$ cat src/rtl/memory_responder.sv
`default_nettype none
// ============================================================================
// Module   : memory_responder
// Purpose  : Single-port 16-bit word memory that answers CPU read/write
//            request levels after a fixed, parameterised latency, with a
//            one-cycle completion strobe and a release handshake so a held
//            request never starts a second access.
// Ports    : clk          - rising-edge clock
//            reset_n      - synchronous active-low reset (array not cleared)
//            read_m       - read request level
//            write_m      - write request level (read wins if both high)
//            address[15:0]- word address, low ADDR_W bits used (wraps)
//            data_in[15:0]- write data
//            data_out     - registered read data, held until next read
//            input_ready  - one-cycle strobe: read complete
//            ack_output   - one-cycle strobe: write committed
//            busy         - high whenever the FSM is not IDLE
// Params   : ADDR_W  - array index width (2**ADDR_W words), 1..16
//            LATENCY - capture-to-strobe edges, 1..15
// Revision : 1.0 - initial release
// ============================================================================
module memory_responder #(
  parameter int ADDR_W  = 8,
  parameter int LATENCY = 2
) (
  input  logic        clk,
  input  logic        reset_n,
  input  logic        read_m,
  input  logic        write_m,
  input  logic [15:0] address,
  input  logic [15:0] data_in,
  output logic [15:0] data_out,
  output logic        input_ready,
  output logic        ack_output,
  output logic        busy
);

  localparam logic [1:0] c_IDLE    = 2'd0;
  localparam logic [1:0] c_WAIT    = 2'd1;
  localparam logic [1:0] c_RESP    = 2'd2;
  localparam logic [1:0] c_RELEASE = 2'd3;

  // Counter preload: the WAIT->RESP edge is the one where the counter is 0,
  // so LATENCY-1 preload places the strobe LATENCY edges after capture.
  localparam logic [3:0] c_LOAD = 4'(LATENCY - 1);

  logic [1:0]        r_state;
  logic [1:0]        w_next;
  logic [3:0]        r_cnt;
  logic              r_is_rd;
  logic [ADDR_W-1:0] r_addr;
  logic [15:0]       r_data;
  logic [15:0]       r_dout;
  logic [15:0]       r_mem [2**ADDR_W];

  logic w_req;
  logic w_fire;

  assign w_req  = read_m | write_m;
  assign w_fire = (r_state == c_WAIT) && (r_cnt == 4'd0);

  // Upper address bits are intentionally ignored so addresses wrap.
  generate
    if (ADDR_W < 16) begin : g_addr_hi
      logic w_unused_addr_hi;
      assign w_unused_addr_hi = ^address[15:ADDR_W];
    end
  endgenerate

  // --------------------------------------------------------------------------
  // State register
  // --------------------------------------------------------------------------
  always_ff @(posedge clk) begin
    if (!reset_n) begin
      r_state <= c_IDLE;
    end else begin
      r_state <= w_next;
    end
  end

  // --------------------------------------------------------------------------
  // Next-state logic
  // --------------------------------------------------------------------------
  always_comb begin
    w_next = r_state;
    case (r_state)
      c_IDLE:    if (w_req)              w_next = c_WAIT;
      c_WAIT:    if (r_cnt == 4'd0)      w_next = c_RESP;
      c_RESP:    w_next = w_req ? c_RELEASE : c_IDLE;
      c_RELEASE: if (!w_req)             w_next = c_IDLE;
      default:   w_next = c_IDLE;
    endcase
  end

  // --------------------------------------------------------------------------
  // Output logic: strobes are decoded from RESP so they last one cycle.
  // --------------------------------------------------------------------------
  always_comb begin
    input_ready = (r_state == c_RESP) &&  r_is_rd;
    ack_output  = (r_state == c_RESP) && !r_is_rd;
    busy        = (r_state != c_IDLE);
  end

  assign data_out = r_dout;

  // --------------------------------------------------------------------------
  // Request capture, latency counter and read data register
  // --------------------------------------------------------------------------
  always_ff @(posedge clk) begin
    if (!reset_n) begin
      r_cnt  <= 4'd0;
      r_dout <= 16'h0000;
    end else begin
      if ((r_state == c_IDLE) && w_req) begin
        // Read takes priority when both request levels are high.
        r_is_rd <= read_m;
        r_addr  <= address[ADDR_W-1:0];
        r_data  <= data_in;
        r_cnt   <= c_LOAD;
      end else if ((r_state == c_WAIT) && (r_cnt != 4'd0)) begin
        r_cnt <= r_cnt - 4'd1;
      end
      if (w_fire && r_is_rd) begin
        r_dout <= r_mem[r_addr];
      end
    end
  end

  // --------------------------------------------------------------------------
  // Array write port. Not reset; a reset during WAIT suppresses the commit.
  // --------------------------------------------------------------------------
  always_ff @(posedge clk) begin
    if (reset_n && w_fire && !r_is_rd) begin
      r_mem[r_addr] <= r_data;
    end
  end

endmodule
`default_nettype wire
$ cat config.mk
export PLATFORM = sky130hd
export DESIGN_NAME = memory_responder
export DESIGN_NICKNAME = d
export VERILOG_FILES = /design/src/rtl/memory_responder.sv
export SDC_FILE = /design/constraint.sdc
export NUM_CORES = 2
export LEC_CHECK = 0
export BUFFER_PORTS_ARGS = -buffer_cell sky130_fd_sc_hd__buf_2
export CORE_ASPECT_RATIO = 1.75
export CORE_MARGIN = 1.5
export CORE_UTILIZATION = 68
export CTS_BUF_LIST = sky130_fd_sc_hd__clkbuf_8 sky130_fd_sc_hd__clkbuf_16
export DETAILED_ROUTE_END_ITERATION = 8
export GPL_ROUTABILITY_DRIVEN = 1
export PLACE_DENSITY = 0.94
export REMOVE_ABC_BUFFERS = 1
export SLEW_MARGIN = 20
export SYNTH_ARGS = -nofsm -noshare
export SYNTH_HDL_FRONTEND = slang
export SYNTH_SLANG_ARGS = --single-unit
$ cat constraint.sdc
create_clock -name clk -period 10.45 [get_ports clk]
set_input_delay 2.6125 -clock clk [delete_from_list [all_inputs] [get_ports clk]]
set_output_delay 2.6125 -clock clk [all_outputs]
set_load 0.01 [all_outputs]
==> results, run 1 <==
- The H-tree level count is 5.
- The floorplan die height is 643 um.
- No sink is reached through more buffers than the 4 on the longest clock path.
- The hold-fix buffer count after cts is 0.
- The floorplan step set the die width to 369 um.
- The compound-cell area share of the yosys netlist is 2.51%.
- The number of antenna violations at the first check in global routing was 173.
- The synthesized netlist occupies a cell area of 0.159 mm2.
- The top cell type by area accounts for 77.8% of the synthesized area.
- The pin count of the biggest net entering global routing is 202.
- The synthesized netlist devotes 2.24% of its cell area to simple gates.
- Of all flip-flops after synthesis, the portion carrying an async set or reset was 0%.
- The HPWL after detailed placement is 305 mm.
- The stage at which the run stopped is 5_1_grt.
- The overall global routing resource usage is 69.7%.
- Yosys attributes the largest share of cell area to sky130_fd_sc_hd__edfxtp_1, sky130_fd_sc_hd__mux4_2, sky130_fd_sc_hd__mux2i_1, sky130_fd_sc_hd__nor2_1, sky130_fd_sc_hd__nand2_1.
- The main combinational cell family by area after synthesis is multiplexers.
- The mux share of post-synthesis cell area is 15.7%.
- The overflow left after global routing is 129.
- The routability-driven placement congestion ratio is 0.945.
- The number of cells upsized or downsized after cts is 0.
- Clock tree synthesis inserted a total of 325 buffers.
- Synthesis produced 7254 cells.
- The total number of clock tree sinks is 4143.
- 55 I/O pins were placed.
- The synthesized design contains 4121 enable-type register cells.
- The setup fix buffers added after clock tree synthesis is 0.
- The count of cell types in the netlist is 74.
- Sequential elements use 78.1% of the synthesized area.
- The most used flip-flop cell after synthesis is sky130_fd_sc_hd__edfxtp_1.
- The flow did not finish.
- Dividing the synthesized area by the synthesized cell count gives 21.9 um2.
- The clock tree root driver cell is sky130_fd_sc_hd__clkbuf_16.
- The tool reported: "[ERROR GRT-0232] Routing congestion too high. Check the congestion heatmap in the GUI".
- The count of yosys warnings during synthesis is 0.
- The initialized floorplan defines 234 standard-cell rows.
- The synthesized design contains 4143 register bits.
- Of the total synthesized cell area, the portion taken by XOR and XNOR cells is 0.0165%.
- Once the floorplan was initialized, standard cells occupied 68.4% of the core.
- The cell taking the most area after synthesis is sky130_fd_sc_hd__edfxtp_1.
- The number of input and output port buffers inserted is 46.
- The area share of fa/ha/maj cells after synthesis is 0.00787%.
==> routing by layer <==
layer	GRT usage, %	GRT overflow
met1	66.6	10
met2	84.4	70
met3	58.2	7
met4	69.3	41
met5	40.3	1
==> stage by stage <==
step,cell area (um2),instances,utilization (%),worst slack (ns)
3_5_place_dp,165000,10359,70.8,3.03
3_3_place_gp,164000,10358,70.8,3.51
2_1_floorplan,157000,6823,-,-33.52
4_1_cts,175000,10934,75.4,3.71
==> kinds of logic after synthesis <==
kind of cell / Yosys count
flip-flops: 4143
adder cells (fa/ha/maj): 1
multiplexers: 1269
buffers and inverters: 437
AO/OA/AOI/OAI: 560
XOR/XNOR: 3
AND/OR/NAND/NOR: 841
==> cells in the mapped netlist, types with 6 or more instances <==
cell                        instances
sky130_fd_sc_hd__or3_1              7
sky130_fd_sc_hd__mux2_1            13
sky130_fd_sc_hd__a311oi_1          12
sky130_fd_sc_hd__dfxtp_1           22
sky130_fd_sc_hd__a21oi_1           61
sky130_fd_sc_hd__nor3b_1            6
sky130_fd_sc_hd__buf_1             42
sky130_fd_sc_hd__nand4_1            9
sky130_fd_sc_hd__o221ai_1          10
sky130_fd_sc_hd__o21ai_0           68
sky130_fd_sc_hd__a32o_1             9
sky130_fd_sc_hd__a32oi_1           75
sky130_fd_sc_hd__a2111oi_0         11
sky130_fd_sc_hd__nor4_1             6
sky130_fd_sc_hd__buf_4             92
sky130_fd_sc_hd__clkbuf_1         166
sky130_fd_sc_hd__a22o_1             8
sky130_fd_sc_hd__mux2i_1          247
sky130_fd_sc_hd__a31oi_1           30
sky130_fd_sc_hd__mux4_2           981
sky130_fd_sc_hd__and3_1            13
sky130_fd_sc_hd__or2_2              9
sky130_fd_sc_hd__a22oi_1           79
sky130_fd_sc_hd__buf_6             14
sky130_fd_sc_hd__nand2b_1          12
sky130_fd_sc_hd__o2111a_1           6
sky130_fd_sc_hd__o22ai_1           69
sky130_fd_sc_hd__nand3_1           71
sky130_fd_sc_hd__a211oi_1          25
sky130_fd_sc_hd__mux2_2            28
sky130_fd_sc_hd__nor2_1           327
sky130_fd_sc_hd__nand2_1          319
sky130_fd_sc_hd__nor2b_1           19
sky130_fd_sc_hd__o22a_1             7
sky130_fd_sc_hd__o21ai_1           20
sky130_fd_sc_hd__and2_1            13
sky130_fd_sc_hd__nor3_1            19
sky130_fd_sc_hd__o311ai_1           7
sky130_fd_sc_hd__edfxtp_1        4121
sky130_fd_sc_hd__o211ai_1          12
sky130_fd_sc_hd__buf_2            117
sky130_fd_sc_hd__a221oi_1          11
==> inputs of run 2 (changes only) <==
Settings changed: CORE_ASPECT_RATIO 1.75 to default, CORE_UTILIZATION 68 to 40, CTS_BUF_LIST sky130_fd_sc_hd__clkbuf_8 sky130_fd_sc_hd__clkbuf_16 to default, PLACE_DENSITY 0.94 to default, PLACE_DENSITY_LB_ADDON from default to 0.15.
==> run 2 against run 1 <==
Compared with the run above:
- the flow now finishes without violations
- synthesized cell count did not move
- area after synthesis unchanged
==> results, run 2 <==
- The most frequently used flop master after synthesis is sky130_fd_sc_hd__edfxtp_1 (unchanged).
- Across the VDD grid, the largest voltage drop is 144 uV.
- The number of cells on the critical path is 7.
- The worst hold path cell count is 2.
- The clock reaches the later pin of the worst-skew pair after 0.99 ns.
- The share of the cycle needed by the critical path after routing is 57.6%.
- The kind of end point of the critical path is a register.
- The critical path class is primary input to register.
- The number of primary I/O pins is 55 (unchanged).
- Detailed routing placed a total of 225 mm of wire on met2.
- The cell depth of the worst flop-to-flop path is 9.
- The cell area after technology mapping was 0.159 mm2 (unchanged).
- The met3 routed wirelength is 33.3 mm.
- Setup repair after global routing left no endpoint under its margin.
- The maximum fanout encountered on the critical timing path is 18.
- The multi-input combinational cells in the finished layout cover a total of 0.0334 mm2.
- The most frequent standard cell in the layout excluding fill and tap cells is sky130_fd_sc_hd__edfxtp_1.
- The highest attainable clock frequency is 0.166 GHz.
- The count of vias placed by the detailed router is 77.7k.
- The total number of placement rows is 231 (was 234).
- Together, buffers and inverters on the worst path number 3.
- The routability-driven placement congestion ratio is 0.863 (was 0.945).
- Ranked by flip-flop count, first place goes to r_mem.
- The hold-fix buffer count after cts is 0 (unchanged).
- Run status: completed (was aborted with a tool error).
- The proportion of synthesized chip area in sequential cells is 78.1% (unchanged).
- The number of input and output port buffers inserted is 46 (unchanged).
- The residual antenna-violating net count after detailed routing is 0.
- The net total in the final layout is 7649.
- Summed over all layers, the routed wires come to 474 mm.
- The clock period could shrink to 6.02 ns.
- The first global-routing pass estimated 650 mm of wire.
- The register bit total from synthesis came to 4143 (unchanged).
- The number of antenna violations at the first check in global routing came to 28.
- The standard cell area after detailed placement came to 0.167 mm2 (was 0.165 mm2).
- Across the routed clock network, the largest skew measured is 0.0421 ns.
- The area growth from synthesis to layout is 13.6%.
- The total overflow left after global routing is 0.
- The total number of clock tree sinks is 4143 (unchanged).
- The share of flip-flops with an asynchronous set or reset after synthesis is 0% (unchanged).
- The overall global routing resource usage is 23.4%.
- The floorplan die height is 634 um (was 643 um).
- TritonCTS built the clock tree.
- The clock tree root driver cell was sky130_fd_sc_hd__clkbuf_16 (unchanged).
- The worst stage delay on the critical path is 1.08 ns.
- The highest layer touched by signal routing is met5.
- The overall die width is 634 um (was 369 um).
- The register with the most flip-flops in the layout has 4096 of them.
- The share of layout cells above drive strength 1 is 27.2%.
- The placeable core area is 0.396 mm2.
- The worst register-to-register path has a setup slack of 4.87 ns.
- For this design the ratio of total power to cell area is 199 mW/mm2.
- At the end of the flow the core is filled with cells to 45.6%.
- The starting density of the core was 40.2% (was 68.4%).
- The area of the die is 0.401 mm2.
- The number of DRC violations after detailed routing is 0.
- After detailed routing, the number of vias per cell comes to 5.87.
- The number of cells upsized or downsized after cts was 0 (unchanged).
- The count of yosys warnings during synthesis is 0 (unchanged).
- Fill cells in the final layout number 33.0k.
- Traced cell by cell, the critical path runs through buf_2 -> inv_1 -> nor3_2 -> buf_4 -> nor3b_1 -> nand2_4 -> nor2_2.
- The number of setup violations in the final report is 0.
- The max-slew violation count is 0.
- Grouping stages by cell kind, the critical path spends the most delay in simple AND/OR/NAND/NOR gates.
- After the first detailed-routing iteration, the DRC count stood at 9787.
- Leaving out fill and tap cells, the most frequent cells in the layout are sky130_fd_sc_hd__edfxtp_1, sky130_fd_sc_hd__mux4_2, sky130_fd_sc_hd__clkbuf_16, sky130_fd_sc_hd__nand2_1, sky130_fd_sc_hd__buf_4.
- The type of the most critical hold path is register to register.
- The count of cell types in the netlist is 74 (unchanged).
- The H-tree level count is 5 (unchanged).
- For the worst setup path, the data arrival time is 6.61 ns.
- After detailed routing, the wire length on met1 is 198 mm.
- At the pin with the least slew margin, the transition time is 1.23 ns.
- The number of CTS-inserted buffers came to 436 (was 325).
- The leakage dissipation is 55.9 nW.
- The post-synthesis instance total is 7254 (unchanged).
- Most frequent cells after synthesis: sky130_fd_sc_hd__edfxtp_1, sky130_fd_sc_hd__mux4_2, sky130_fd_sc_hd__nor2_1 (unchanged).
- The count of maximum capacitance violations is 0.
- The top-area cell type share of the netlist area is 77.8% (unchanged).
- The number of iterations in the first detailed-routing pass is 5.
- The HPWL after detailed placement is 282 mm (was 305 mm).
- The hold violation count in the final report is 0.
- The worst setup path is launched from a primary input.
- The average cell area after synthesis was 21.9 um2 (unchanged).
- The number of global-route vias before repair is 78.3k.
- The sequential standard cell area is 0.124 mm2.
- The number of synthesized flops with an enable pin is 4121 (unchanged).
- The required arrival time at the worst endpoint is 11.04 ns.
- Headroom to the max-slew limit came out at 17.7%.
- Cell types with the largest area share after synthesis: sky130_fd_sc_hd__edfxtp_1, sky130_fd_sc_hd__mux4_2, sky130_fd_sc_hd__mux2i_1, sky130_fd_sc_hd__nor2_1, sky130_fd_sc_hd__nand2_1 (unchanged).
- In the final routed layout, each cell accounts on average for 35.8 um.
- Setup total negative slack on the finished layout was measured at 0 ns.
- The number of buffers between clock root and the deepest sink is 4 (unchanged).
- The cell taking the most area after synthesis is sky130_fd_sc_hd__edfxtp_1 (unchanged).
- The pin count of the biggest net entering global routing is 178.
- The finished cells cover 0.181 mm2.
- The setup fix buffers added after clock tree synthesis is 0 (unchanged).
- The cell at the slowest stage of the critical path is sky130_fd_sc_hd__nor2_2.
- The most frequently used cell type in the post-synthesis netlist is sky130_fd_sc_hd__edfxtp_1 (unchanged).
- Clock-pin slew was measured on the worst setup and hold paths at 0.06 ns.
## run 2: cell counts after synthesis
No cell type changed its count.
## run 2: cell type report
type	instances	area share, %
clock inverters	270	1.25
multi-input cells	2674	18.5
flip-flops and latches	4143	68.7
clock buffers	526	6.32
repair buffers	351	1.58
diodes	13	0.0180
well taps	5242	3.63
inverters	6	0.0208
## run 2: power by group
group | switching [mW] | internal [mW]
Sequential | 0.0484 | 18.4
Clock | 6.47 | 8.53
Combinational | 1.79 | 0.773
## run 2: worst reg2reg max path, delay by kind of cell, from the launching register on
kind / cells / cell delay, ns
flip-flops: 1 / 0.81
buffers and inverters: 3 / 1.96
AO/OA/AOI/OAI: 4 / 1.82
AND/OR/NAND/NOR: 1 / 0.55
multiplexers: 1 / 0.39
## run 2: cells by family after synthesis
| group | Yosys count | share of synthesized area (%) |
|---|---|---|
| compound gates | 560 | 2.51 |
| xor+xnor | 3 | 0.0165 |
| fa+ha+maj | 1 | 0.00787 |
| buf+inv | 437 | 1.41 |
| flops | 4143 | 78.1 |
| mux | 1269 | 15.7 |
| simple gates | 841 | 2.24 |
## run 2: metrics by stage
| stage | hold slack [ns] | std cells | power [mW] | worst slack, ns |
|---|---|---|---|---|
| after floorplan | 0.479 | 6823 | 21.8 | -33.52 |
| after global placement | 0.514 | 12412 | 21.4 | 2.46 |
| after detailed placement | 0.518 | 12413 | 21.4 | 3.38 |
| final | 0.522 | 13225 | 36.0 | 4.43 |
| after global routing | 0.567 | 13217 | 37.0 | 4.42 |
| after CTS | 0.531 | 13209 | 36.3 | 4.37 |
## run 2: metal layers
metal | track usage [%] | vias to the layer above
li1 | - | 31354
met1 | 33.2 | 42602
met2 | 37.4 | 3103
met3 | 3.64 | 628
met4 | 7.23 | 6
met5 | 0.205 | -
## run 2: worst paths after layout
path,start,to
hold / removal,r_state[1],r_state[1]
setup reg to reg,r_addr[0],data_out[11]
setup / recovery,reset_n,r_mem[88][7]
hold reg to reg,r_state[1],r_state[1]
Note: power is estimated with default switching activity, not from simulation.
